==> src/rtl/nabp_filtered_ram_rotator_if.sv <==
// rtl/nabp_filtered_ram_rotator_if.sv - signal bundle around the filtered-RAM rotation controller
//
// Purpose: carries the host handshake, the per-buffer swappable fill/read
// steering, the per-lane data/angle outputs and the status outputs of
// nabp_filtered_ram_rotator. clk and reset_n are not part of the bundle.
//
// Parameters: NUM_LANES, S_WIDTH, DATA_WIDTH, ANGLE_WIDTH (buffer count NB = NUM_LANES+1).
// Modports:
//   master - the rotator: reads host/swappable/lane requests, drives steering and status
//   slave  - the environment: host filter path, swappables and processing lanes

interface nabp_filtered_ram_rotator_if #(
  parameter int NUM_LANES   = 2,
  parameter int S_WIDTH     = 10,
  parameter int DATA_WIDTH  = 16,
  parameter int ANGLE_WIDTH = 9
) ();

  localparam int NB = NUM_LANES + 1;

  // host filter path
  logic [ANGLE_WIDTH-1:0]           hs_angle;
  logic                             hs_has_next_angle;
  logic                             hs_next_angle_ack;
  logic                             hs_next_angle;
  logic [S_WIDTH-1:0]               hs_s_val;

  // swappable buffers
  logic [NB-1:0]                    sw_fill_kick;
  logic [NB-1:0]                    sw_fill_done;
  logic [NB*S_WIDTH-1:0]            sw_hs_s_val;
  logic [NB*S_WIDTH-1:0]            sw_pr_s_val;
  logic [NB*DATA_WIDTH-1:0]         sw_pr_val;

  // processing lanes
  logic [NUM_LANES*S_WIDTH-1:0]     pr_s_val;
  logic [NUM_LANES*DATA_WIDTH-1:0]  pr_val;
  logic [NUM_LANES*ANGLE_WIDTH-1:0] pr_angle;
  logic [NUM_LANES-1:0]             pr_angle_valid;
  logic                             pr_next_angle;
  logic                             pr_next_angle_ack;
  logic                             pr_done;

  // status
  logic                             busy;
  logic [31:0]                      stall_cnt;

  modport master (
    input  hs_angle, hs_has_next_angle, hs_next_angle_ack,
    input  sw_fill_done, sw_hs_s_val, sw_pr_val,
    input  pr_s_val, pr_next_angle, pr_done,
    output hs_next_angle, hs_s_val,
    output sw_fill_kick, sw_pr_s_val,
    output pr_val, pr_angle, pr_angle_valid, pr_next_angle_ack,
    output busy, stall_cnt
  );

  modport slave (
    output hs_angle, hs_has_next_angle, hs_next_angle_ack,
    output sw_fill_done, sw_hs_s_val, sw_pr_val,
    output pr_s_val, pr_next_angle, pr_done,
    input  hs_next_angle, hs_s_val,
    input  sw_fill_kick, sw_pr_s_val,
    input  pr_val, pr_angle, pr_angle_valid, pr_next_angle_ack,
    input  busy, stall_cnt
  );

endinterface

==> src/rtl/nabp_filtered_ram_rotator.sv <==
// rtl/nabp_filtered_ram_rotator.sv - ring rotation controller for filtered-projection buffers
//
// Purpose: schedules NB = NUM_LANES+1 external filtered-RAM swappables in a
// ring. One buffer is filled from the host/FIR path while NUM_LANES buffers
// feed the processing lanes. Owns the rotation pointer, the per-buffer fill
// kicks, all address/data steering, the per-lane angle/valid pipeline and an
// IDLE/PRIME/RUN/DRAIN sequencer.
//
// Ports:
//   clk      in  single clock, all state on its rising edge
//   reset_n  in  asynchronous active-low reset
//   bus      nabp_filtered_ram_rotator_if.master
//            host:   hs_angle, hs_has_next_angle, hs_next_angle_ack -> hs_next_angle, hs_s_val
//            bufs:   sw_fill_done, sw_hs_s_val, sw_pr_val -> sw_fill_kick, sw_pr_s_val
//            lanes:  pr_s_val, pr_next_angle, pr_done -> pr_val, pr_angle, pr_angle_valid,
//                    pr_next_angle_ack
//            status: busy, stall_cnt
//
// Build option:
//   NABP_ROTATOR_STALL_COUNT_EN - defined: stall_cnt saturating-counts RUN
//   cycles where the lanes ask to rotate but the fill buffer is not done.
//   Undefined: stall_cnt is tied to 0.

module nabp_filtered_ram_rotator #(
  parameter int NUM_LANES   = 2,
  parameter int S_WIDTH     = 10,
  parameter int DATA_WIDTH  = 16,
  parameter int ANGLE_WIDTH = 9
) (
  input logic                         clk,
  input logic                         reset_n,
  nabp_filtered_ram_rotator_if.master bus
);

  localparam int NB    = NUM_LANES + 1;
  localparam int SEL_W = (NB > 1) ? $clog2(NB) : 1;
  localparam logic [SEL_W-1:0] SEL_LAST = SEL_W'(NB - 1);
  localparam logic [SEL_W-1:0] P_LAST   = SEL_W'(NUM_LANES - 1);

  typedef enum logic [1:0] {
    ST_IDLE  = 2'd0,
    ST_PRIME = 2'd1,
    ST_RUN   = 2'd2,
    ST_DRAIN = 2'd3
  } state_e;

  state_e                 state_q, state_d;
  logic [SEL_W-1:0]       sel_q, sel_d;
  logic [SEL_W-1:0]       p_q, p_d;

  // ang_q/vld_q hold the angle of the buffer currently being filled; the
  // lanes hold the angles of the buffers they are reading.
  logic [ANGLE_WIDTH-1:0] ang_q;
  logic                   vld_q;
  logic [ANGLE_WIDTH-1:0] lane_ang_q [NUM_LANES];
  logic [NUM_LANES-1:0]   lane_vld_q;

  logic                   rotate;
  logic                   hs_next;
  logic                   fill_done;
  logic                   any_valid;

  int                     fill_idx;
  int                     kick_idx;
  int                     lane_buf [NUM_LANES];

  logic [S_WIDTH-1:0]               hs_s_val_c;
  logic [NB*S_WIDTH-1:0]            sw_pr_s_val_c;
  logic [NUM_LANES*DATA_WIDTH-1:0]  pr_val_c;
  logic [NUM_LANES*ANGLE_WIDTH-1:0] pr_angle_c;
  logic [NB-1:0]                    kick_c;

  // x mod NB for x in [0, 2*NB)
  function automatic int wrap_nb(input int x);
    return (x >= NB) ? x - NB : x;
  endfunction

  // Ring indices: the fill buffer trails lane 0 by one slot, and the kick
  // targets the buffer that becomes the fill buffer after this rotate.
  always_comb begin
    fill_idx = wrap_nb(NB - int'(sel_q));
    kick_idx = NB - 1 - int'(sel_q);
    for (int k = 0; k < NUM_LANES; k++) begin
      lane_buf[k] = wrap_nb(k + 1 + NB - int'(sel_q));
    end
  end

  always_comb begin
    fill_done = 1'b0;
    for (int b = 0; b < NB; b++) begin
      if (b == fill_idx) fill_done = bus.sw_fill_done[b];
    end
  end

  assign any_valid = |lane_vld_q;

  // Sequencer: next state, rotate and host request
  always_comb begin
    state_d = state_q;
    p_d     = p_q;
    rotate  = 1'b0;
    hs_next = 1'b0;
    case (state_q)
      ST_IDLE: begin
        rotate = bus.hs_next_angle_ack;
        if (rotate) begin
          state_d = ST_PRIME;
          p_d     = '0;
        end
      end
      ST_PRIME: begin
        hs_next = fill_done;
        rotate  = fill_done & bus.hs_next_angle_ack;
        if (rotate) begin
          p_d = p_q + 1'b1;
          if (p_q == P_LAST) state_d = ST_RUN;
        end
      end
      ST_RUN: begin
        // With no further angle the last rotate goes ahead without an ack.
        if (fill_done && bus.pr_next_angle) begin
          hs_next = bus.hs_has_next_angle;
          rotate  = !bus.hs_has_next_angle | bus.hs_next_angle_ack;
        end
        if (rotate && !bus.hs_has_next_angle) state_d = ST_DRAIN;
      end
      ST_DRAIN: begin
        rotate = bus.pr_next_angle & any_valid;
        if (!any_valid && bus.pr_done) state_d = ST_IDLE;
      end
      default: state_d = ST_IDLE;
    endcase
  end

  always_comb begin
    sel_d = sel_q;
    if (rotate) sel_d = (sel_q == SEL_LAST) ? '0 : sel_q + 1'b1;
  end

  // Address/data steering; the fill buffer's read address stays 0.
  always_comb begin
    hs_s_val_c    = '0;
    sw_pr_s_val_c = '0;
    pr_val_c      = '0;
    kick_c        = '0;
    for (int b = 0; b < NB; b++) begin
      if (b == fill_idx) hs_s_val_c = bus.sw_hs_s_val[b*S_WIDTH +: S_WIDTH];
      kick_c[b] = rotate && (b == kick_idx);
      for (int k = 0; k < NUM_LANES; k++) begin
        if (lane_buf[k] == b) begin
          sw_pr_s_val_c[b*S_WIDTH +: S_WIDTH]   = bus.pr_s_val[k*S_WIDTH +: S_WIDTH];
          pr_val_c[k*DATA_WIDTH +: DATA_WIDTH] = bus.sw_pr_val[b*DATA_WIDTH +: DATA_WIDTH];
        end
      end
    end
  end

  always_comb begin
    pr_angle_c = '0;
    for (int k = 0; k < NUM_LANES; k++) begin
      pr_angle_c[k*ANGLE_WIDTH +: ANGLE_WIDTH] = lane_ang_q[k];
    end
  end

  always_ff @(posedge clk or negedge reset_n) begin
    if (!reset_n) begin
      state_q    <= ST_IDLE;
      sel_q      <= '0;
      p_q        <= '0;
      ang_q      <= '0;
      vld_q      <= 1'b0;
      lane_vld_q <= '0;
      for (int k = 0; k < NUM_LANES; k++) lane_ang_q[k] <= '0;
    end else begin
      state_q <= state_d;
      sel_q   <= sel_d;
      p_q     <= p_d;
      if (rotate) begin
        ang_q         <= bus.hs_angle;
        vld_q         <= bus.hs_has_next_angle;
        lane_ang_q[0] <= ang_q;
        lane_vld_q[0] <= vld_q;
        for (int k = 1; k < NUM_LANES; k++) begin
          lane_ang_q[k] <= lane_ang_q[k-1];
          lane_vld_q[k] <= lane_vld_q[k-1];
        end
      end
    end
  end

`ifdef NABP_ROTATOR_STALL_COUNT_EN
  logic [31:0] stall_q;

  always_ff @(posedge clk or negedge reset_n) begin
    if (!reset_n) begin
      stall_q <= '0;
    end else if (state_q == ST_RUN && bus.pr_next_angle && !fill_done && stall_q != '1) begin
      stall_q <= stall_q + 32'd1;
    end
  end

  assign bus.stall_cnt = stall_q;
`else
  assign bus.stall_cnt = '0;
`endif

  assign bus.hs_next_angle     = hs_next;
  assign bus.hs_s_val          = hs_s_val_c;
  assign bus.sw_fill_kick      = kick_c;
  assign bus.sw_pr_s_val       = sw_pr_s_val_c;
  assign bus.pr_val            = pr_val_c;
  assign bus.pr_angle          = pr_angle_c;
  assign bus.pr_angle_valid    = lane_vld_q;
  assign bus.pr_next_angle_ack = rotate;
  assign bus.busy              = (state_q != ST_IDLE);

endmodule

==> src/flat_wrapper.sv <==
// flat-port wrapper written by rule: the top's interface ports become plain ports
module nabp_filtered_ram_rotator_flat 
#(
  parameter int NUM_LANES   = 2,
  parameter int S_WIDTH     = 10,
  parameter int DATA_WIDTH  = 16,
  parameter int ANGLE_WIDTH = 9
)
  (clk, reset_n, bus_hs_angle, bus_hs_has_next_angle, bus_hs_next_angle_ack, bus_sw_fill_done, bus_sw_hs_s_val, bus_sw_pr_val, bus_pr_s_val, bus_pr_next_angle, bus_pr_done, bus_hs_next_angle, bus_hs_s_val, bus_sw_fill_kick, bus_sw_pr_s_val, bus_pr_val, bus_pr_angle, bus_pr_angle_valid, bus_pr_next_angle_ack, bus_busy, bus_stall_cnt);
  nabp_filtered_ram_rotator_if #(.NUM_LANES(NUM_LANES), .S_WIDTH(S_WIDTH), .DATA_WIDTH(DATA_WIDTH), .ANGLE_WIDTH(ANGLE_WIDTH)) bus_i ();
  input logic clk;
  input logic reset_n;
  input wire logic [$bits(bus_i.hs_angle)-1:0] bus_hs_angle;
  input wire logic [$bits(bus_i.hs_has_next_angle)-1:0] bus_hs_has_next_angle;
  input wire logic [$bits(bus_i.hs_next_angle_ack)-1:0] bus_hs_next_angle_ack;
  input wire logic [$bits(bus_i.sw_fill_done)-1:0] bus_sw_fill_done;
  input wire logic [$bits(bus_i.sw_hs_s_val)-1:0] bus_sw_hs_s_val;
  input wire logic [$bits(bus_i.sw_pr_val)-1:0] bus_sw_pr_val;
  input wire logic [$bits(bus_i.pr_s_val)-1:0] bus_pr_s_val;
  input wire logic [$bits(bus_i.pr_next_angle)-1:0] bus_pr_next_angle;
  input wire logic [$bits(bus_i.pr_done)-1:0] bus_pr_done;
  output wire logic [$bits(bus_i.hs_next_angle)-1:0] bus_hs_next_angle;
  output wire logic [$bits(bus_i.hs_s_val)-1:0] bus_hs_s_val;
  output wire logic [$bits(bus_i.sw_fill_kick)-1:0] bus_sw_fill_kick;
  output wire logic [$bits(bus_i.sw_pr_s_val)-1:0] bus_sw_pr_s_val;
  output wire logic [$bits(bus_i.pr_val)-1:0] bus_pr_val;
  output wire logic [$bits(bus_i.pr_angle)-1:0] bus_pr_angle;
  output wire logic [$bits(bus_i.pr_angle_valid)-1:0] bus_pr_angle_valid;
  output wire logic [$bits(bus_i.pr_next_angle_ack)-1:0] bus_pr_next_angle_ack;
  output wire logic [$bits(bus_i.busy)-1:0] bus_busy;
  output wire logic [$bits(bus_i.stall_cnt)-1:0] bus_stall_cnt;
  assign bus_i.hs_angle = bus_hs_angle;
  assign bus_i.hs_has_next_angle = bus_hs_has_next_angle;
  assign bus_i.hs_next_angle_ack = bus_hs_next_angle_ack;
  assign bus_i.sw_fill_done = bus_sw_fill_done;
  assign bus_i.sw_hs_s_val = bus_sw_hs_s_val;
  assign bus_i.sw_pr_val = bus_sw_pr_val;
  assign bus_i.pr_s_val = bus_pr_s_val;
  assign bus_i.pr_next_angle = bus_pr_next_angle;
  assign bus_i.pr_done = bus_pr_done;
  assign bus_hs_next_angle = bus_i.hs_next_angle;
  assign bus_hs_s_val = bus_i.hs_s_val;
  assign bus_sw_fill_kick = bus_i.sw_fill_kick;
  assign bus_sw_pr_s_val = bus_i.sw_pr_s_val;
  assign bus_pr_val = bus_i.pr_val;
  assign bus_pr_angle = bus_i.pr_angle;
  assign bus_pr_angle_valid = bus_i.pr_angle_valid;
  assign bus_pr_next_angle_ack = bus_i.pr_next_angle_ack;
  assign bus_busy = bus_i.busy;
  assign bus_stall_cnt = bus_i.stall_cnt;
  nabp_filtered_ram_rotator #(.NUM_LANES(NUM_LANES), .S_WIDTH(S_WIDTH), .DATA_WIDTH(DATA_WIDTH), .ANGLE_WIDTH(ANGLE_WIDTH)) u_core (.clk(clk), .reset_n(reset_n), .bus(bus_i));
endmodule
==> config.mk <==
export PLATFORM = sky130hd
export DESIGN_NAME = nabp_filtered_ram_rotator_flat
export DESIGN_NICKNAME = d
export VERILOG_FILES = /design/src/rtl/nabp_filtered_ram_rotator_if.sv /design/src/rtl/nabp_filtered_ram_rotator.sv /design/src/flat_wrapper.sv
export SDC_FILE = /design/constraint.sdc
export NUM_CORES = 1
export LEC_CHECK = 0
export ABC_AREA = 1
export CAP_MARGIN = 20
export CORE_ASPECT_RATIO = 1.2
export CORE_MARGIN = 3
export CORE_UTILIZATION = 34
export DETAILED_ROUTE_END_ITERATION = 10
export PLACE_DENSITY_LB_ADDON = 0.05
export SYNTH_ARGS = -nofsm -noshare
export SYNTH_HDL_FRONTEND = slang
export SYNTH_SLANG_ARGS = --single-unit
export TNS_END_PERCENT = 1
==> constraint.sdc <==
create_clock -name clk -period 2.2 [get_ports clk]
set_input_delay 0.22 -clock clk [delete_from_list [all_inputs] [get_ports clk]]
set_output_delay 0.22 -clock clk [all_outputs]
set_load 0.01 [all_outputs]
==> Word-level counts from Yosys, hierarchy flattened <==
Cells that the tools add are included.
W data, S select, Z words.
{ "word_totals": {"inputBits": 116, "regBits": 36} }
{ "op_classes": {"n_reduce_logical": 18, "n_lt_le_gt_ge": 3, "eq_ne": 18, "add_sub_neg": 9, "n_mux": 36, "n_bitwise": 3} }
{ "ops": {"columns": ["cell", "n"], "rows": [
  ["$logic_not A32 Y1", 4],
  ["$ge A32 B3 Y1 const B", 3],
  ["$mux W16", 6],
  ["$mux W32", 3],
  ["$sub A32 B3 Y32 const B", 3],
  ["$mux W10", 9],
  ["$eq A2 B32 Y1 const A", 2],
  ["$eq A3 B32 Y1 const A", 2],
  ["$eq A32 B2 Y1 const B", 2],
  ["$eq A32 B3 Y1 const B", 2],
  ["$mux W2", 8],
  ["$ne A2 B1 Y1 const B", 4],
  ["$pmux W2 S4", 1],
  ["$sub A3 B2 Y4 const A", 2],
  ["$eq A2 B2 Y1 const B", 3],
  ["$logic_and A1 B1 Y1", 6],
  ["$mux W1", 6],
  ["$sub A2 B2 Y3 const A", 2],
  ["$reduce_and A5 Y1", 1],
  ["$add A2 B1 Y2 const B", 2],
  ["$eq A2 B1 Y1 const B", 2],
  ["$pmux W1 S4", 1],
  ["$pmux W2 S2", 1],
  ["$reduce_bool A2 Y1", 2],
  ["other kinds (8)", 10]
]} }

==> Depth between registers and ports, before layout <==
{ "logic_depth": {"depth_word": 13, "depth_mapped": 11, "mapped_depth_nobuf": 10} }

==> Least setup slack after synthesis <==
OpenSTA, ideal clock, no wires.
{ "synth_timing": {"path_kind": "register -> output", "from": "reg u_core.sel_q[0]", "to": "out bus_sw_fill_kick[0]", "path_slack_ps": 130, "arrival_ps": 1850, "path_buffers": 1, "path_stages_with_launch": 11, "required_ps": 1980, "cell_sequence": "dfrtp_1 -> inv_1 -> ha_1 -> nor2_4 -> nand2_1 -> nand2_2 -> nand4_2 -> nand3_2 -> nand2_4 -> buf_4 -> nor2_1"} }
{ "synth_between": {"elab_chain_len": 12, "elab_cells_between_ends": 18, "cone_classes": "3 x add/sub; 1 x order compare; 2 x eq/ne; 7 x mux; 1 x bitwise; 4 x reduce/logical"} }
{ "synth_lines": {"columns": ["item", "line", "rtl"], "rows": [
  ["start: declaration", "nabp_filtered_ram_rotator.sv:48", "logic [SEL_W-1:0] sel_q, sel_d;"],
  ["start signal: assignment", "nabp_filtered_ram_rotator.sv:176", "sel_q <= sel_d;"],
  ["$sub A2 B2 Y3", "nabp_filtered_ram_rotator.sv:81", "fill_idx = wrap_nb(NB - int'(sel_q));"],
  ["$sub A32 B3 Y32 / $ge A32 B3 Y1 (equally long branches)", "nabp_filtered_ram_rotator.sv:75", "return (x >= NB) ? x - NB : x;"],
  ["$mux W32", "nabp_filtered_ram_rotator.sv:75", null],
  ["$logic_not A32 Y1", "nabp_filtered_ram_rotator.sv:91", "if (b == fill_idx) fill_done = bus.sw_fill_done[b];"],
  ["$mux W1 (3 in series)", "nabp_filtered_ram_rotator.sv:91", null],
  ["$logic_and A1 B1 Y1", "nabp_filtered_ram_rotator.sv:121", "if (fill_done && bus.pr_next_angle) begin"],
  ["$mux W1", "nabp_filtered_ram_rotator.sv:121", null],
  ["$mux W1", "nabp_filtered_ram_rotator.sv:103", "case (state_q)"],
  ["$pmux W1 S4", "nabp_filtered_ram_rotator.sv:103", null],
  ["$logic_and A1 B1 Y1 (*)", "nabp_filtered_ram_rotator.sv:148", "kick_c[b] = rotate && (b == kick_idx);"],
  ["end: declaration", "flat_wrapper.sv:24", "output wire logic [$bits(bus_i.sw_fill_kick)-1:0] bus_sw_fill_kick;"]
]} }
Every way passes the cells marked *; elsewhere a longest branch is shown, timed or not. The select of a mux whose other input is x is not followed.

==> Final worst setup path <==
{ "layout_timing": {"from": "reg u_core.sel_q[1]", "to": "out bus_pr_val[14]"} }
{ "layout_between": {"elab_chain_len": 7, "elab_cells_between_ends": 10, "cone_classes": "2 x add/sub; 1 x order compare; 2 x eq/ne; 4 x mux; 1 x reduce/logical"} }
{ "layout_lines": {"columns": ["item", "line", "rtl"], "rows": [
  ["$sub A3 B2 Y4 (*)", "nabp_filtered_ram_rotator.sv:84", "lane_buf[k] = wrap_nb(k + 1 + NB - int'(sel_q));"],
  ["$sub A32 B3 Y32 / $ge A32 B3 Y1 (equally long branches)", "nabp_filtered_ram_rotator.sv:75", null],
  ["$mux W32 (*)", "nabp_filtered_ram_rotator.sv:75", null],
  ["$logic_not A32 Y1", "nabp_filtered_ram_rotator.sv:150", "if (lane_buf[k] == b) begin"],
  ["$mux W16 (2 in series)", "nabp_filtered_ram_rotator.sv:150", null],
  ["$mux W16 (*)", "nabp_filtered_ram_rotator.sv:150", null],
  ["end: declaration", "flat_wrapper.sv:26", "output wire logic [$bits(bus_i.pr_val)-1:0] bus_pr_val;"]
]} }
Every way passes the cells marked *; elsewhere a longest branch is shown, timed or not.

==> flow_metrics.env <==
export IMPL_dp_cells=782
export IMPL_wire_per_inst_um=16.7
export IMPL_path_cells="inv_2 -> ha_4 -> buf_4 -> nand2_1 -> inv_2 -> buf_12 -> nand3_1 -> nand3_1 -> clkdlybuf4s50_1"
export IMPL_hold_buffers=0
export IMPL_final_nets=801
export IMPL_finalHoldViolCount=0
export IMPL_detail_route_antenna_nets=0
export IMPL_yosys_warnings=0
export IMPL_max_cap_viol_count=0
export IMPL_die_area_sq_mm=0.0102
export IMPL_core_area_sq_mm=0.00870
export IMPL_cp_num_buf_inv=5
export IMPL_final_cell_mix="clkdlybuf4s50_1, nand2_1, nand3_1"
export IMPL_p_int_mw=3.94
export IMPL_netlist_area_leader_share=0.293
export IMPL_avgSynthCellArea_sq_um=6.84
export IMPL_port_buffers=213
export IMPL_cts_buffers=5
export IMPL_seqPwrFrac=0.153
export IMPL_crit_family="buffers and inverters"
export IMPL_min_period_over_period=1.09
export IMPL_fmax_mhz=417
export IMPL_first_pass_iters=5
export IMPL_routed_via_density=4.96
export IMPL_initial_core_util=0.354
export IMPL_grtUsageMet2=0.383
export IMPL_gr_max_usage_layer="met2"
export IMPL_vias=3932
export IMPL_rsz0062_at_grt="yes"
export IMPL_synth_seq_area_share=0.293
export IMPL_yosys_top_cells_area="dfrtp_1, nand2_1, nand3_1"
export IMPL_worst_setup_path_start_kind="register"
export IMPL_rows=37
export IMPL_setup_viol=4
export IMPL_power_density_mw_per_mm2=1430
export IMPL_crit_fanout=8
export IMPL_hp_class="input port to async pin"
export IMPL_io_pins=246
export IMPL_grt_pass1_wl_um=19400
export IMPL_switching_share=0.489
export IMPL_dieHeight_um=110
export IMPL_setup_ws_ns=-0.196
export IMPL_layout_commonest_cell="clkdlybuf4s50_1"
export IMPL_total_power_mw=7.71
export IMPL_cp_slowest_stage_delay_ns=0.59
export IMPL_leakage_nw=2.74
export IMPL_grt_pass1_vias=3675
export IMPL_antenna_cells=0
export IMPL_required_ns=1.98
export IMPL_clockBufferDepth=2
export IMPL_endpoint_kind="primary output"
export IMPL_combPwrFrac=0.785
export IMPL_slew_violations=0
export IMPL_finalNonFillerCells=792
export IMPL_drtIter0Drc=246
export IMPL_synth_area_sq_mm=0.00308
export IMPL_ctsHtreeMaxLevel=2
export IMPL_track_usage=0.238
export IMPL_ys_ff_latch=36
export IMPL_utilization=0.619
export IMPL_dpl_hpwl_um=10600
export IMPL_run_status="finished, violations left"
export IMPL_use_met3=0.0781
export IMPL_die_w_um=92.8
export IMPL_pwr_share_clk=0.062
export IMPL_grt_max_degree=37
export IMPL_cts_root_buf="clkbuf_8"
export IMPL_antenna_found_initial=1
export IMPL_gp_congestion=0.931
export IMPL_period_minus_slack_ns=2.40
export IMPL_insertion_delay_ns=0.28
export IMPL_max_vdd_ir_drop_uv=707
export IMPL_cts_tree="yes"
export IMPL_critPathSlowestCell="clkdlybuf4s50_1"
export IMPL_area_growth_pct=75.2
export IMPL_grt_util_met1=0.306
export IMPL_ys_types=29
export IMPL_worstMarginPinSlew_ns=0.781
export IMPL_violations="setup timing"
export IMPL_fill_cells=873
export IMPL_syn_inst=450
export IMPL_clock_skew_ns=0.00184
export IMPL_grt_overflow=0
export IMPL_cp_arrival_ns=2.18
export IMPL_path_class="register to primary output"
export IMPL_clkTransAtPathRegs_ns=0.07
export IMPL_switching_power_mw=3.77
export IMPL_max_slew_margin=0.479
export IMPL_drcViolationCount=0
export IMPL_yosysTopAreaCell="dfrtp_1"
export IMPL_wl_um=13300
export IMPL_drive_gt1_frac=0.119
export IMPL_timing_hold_ws_ns=0.00882
export IMPL_cts_sinks=36
-- layer usage --
metal / vias to the layer above / wire [um]
met3: 22 / 1260
met5: - / 9
met2: 180 / 6220
met1: 1812 / 5540
met4: 2 / 231
li1: 1916 / -
-- sequential cells by signal (all words and copies together), names as in the netlist --
name / cells
u_core.sel_q: 2
u_core.vld_q: 1
u_core.p_q: 2
u_core.state_q: 2
u_core.bus.pr_angle_valid: 2
u_core.ang_q: 9
u_core.bus.pr_angle: 18
-- cell families after synthesis --
kind of cell	count (synthesis)	synth area share
other cells	1	0.00122
simple gates	203	0.286
fa+ha+maj	11	0.0447
flops	36	0.293
compound gates	100	0.208
buf+inv	99	0.167
-- worst paths after layout --
kind | to | slack, ns | cells after the start | from
hold reg to reg | u_core.bus.pr_angle[10]$_DFFE_PN0P_ | 0.47 | 2 | u_core.bus.pr_angle[10]$_DFFE_PN0P_
max in group asynchronous | u_core.ang_q[2]$_DFFE_PN0P_ | 1.69 | 1 | reset_n
setup / recovery | bus_pr_val[14] | -0.20 | 9 | u_core.sel_q[1]$_DFFE_PN0P_
setup reg to reg | u_core.bus.pr_angle[7]$_DFFE_PN0P_ | 0.26 | 10 | u_core.sel_q[1]$_DFFE_PN0P_
min in group clk | u_core.bus.pr_angle[10]$_DFFE_PN0P_ | 0.47 | 2 | u_core.bus.pr_angle[10]$_DFFE_PN0P_
hold / removal | u_core.bus.pr_angle[16]$_DFFE_PN0P_ | 0.009 | 1 | reset_n
-- synth_stat cells, drive strengths merged --
library cell,number
dfrtp,36
clkinv,2
nand4,3
inv,38
a31oi,1
o2111a,1
conb,1
nand2,132
o21ai,27
nor2,7
or2,3
clkbuf,16
a22oi,38
o22ai,30
a21oi,3
ha,11
nand3,58
buf,43
-- final cells by class --
type,count,area [sq um],area share
timing repair buffer,245,2280,0.422
multi-input combinational,346,1830,0.339
sequential,36,901,0.167
inverter,40,150,0.0279
tap,117,146,0.0272
clock buffer,8,90.1,0.0167
-- worst register-to-register path, delay by kind of cell (launching register included) --
family,cells,cell delay [ns]
buffers and inverters,3,0.43
and+or+nand+nor,6,0.76
adders and majority gates,1,0.26
DFF,1,0.40
-- per-stage QoR --
stage	TNS, ns	instance area, sq um	setup WS (ns)
after floorplan	0	3190	0.130
after global placement	-1.12	5370	-0.0838
after detailed placement	-3.60	5370	-0.153
after CTS	-1.28	5430	-0.223
after global routing	-1.65	5390	-0.301
final	-0.442	5390	-0.196
-- power groups by stage --
stage / registers, mW / logic [mW] / clock network [mW]
2_1_floorplan: 1.22 / 3.07 / 0
6_report: 1.18 / 6.05 / 0.475
4_1_cts: 1.18 / 6.06 / 0.490
5_1_grt: 1.22 / 6.62 / 0.516
3_3_place_gp: 1.17 / 6.45 / 0
3_5_place_dp: 1.18 / 6.52 / 0
-- timing repair --
| item | in CTS | in global routing |
|---|---|---|
| resized for setup | 88 | 65 |
| endpoints found under the setup margin | 77 | 48 |
| endpoints found under the hold margin | 0 | 0 |
| pin swaps | 0 | 1 |
| buffers inserted | 2 | 0 |
(Power assumes the default switching activity.)
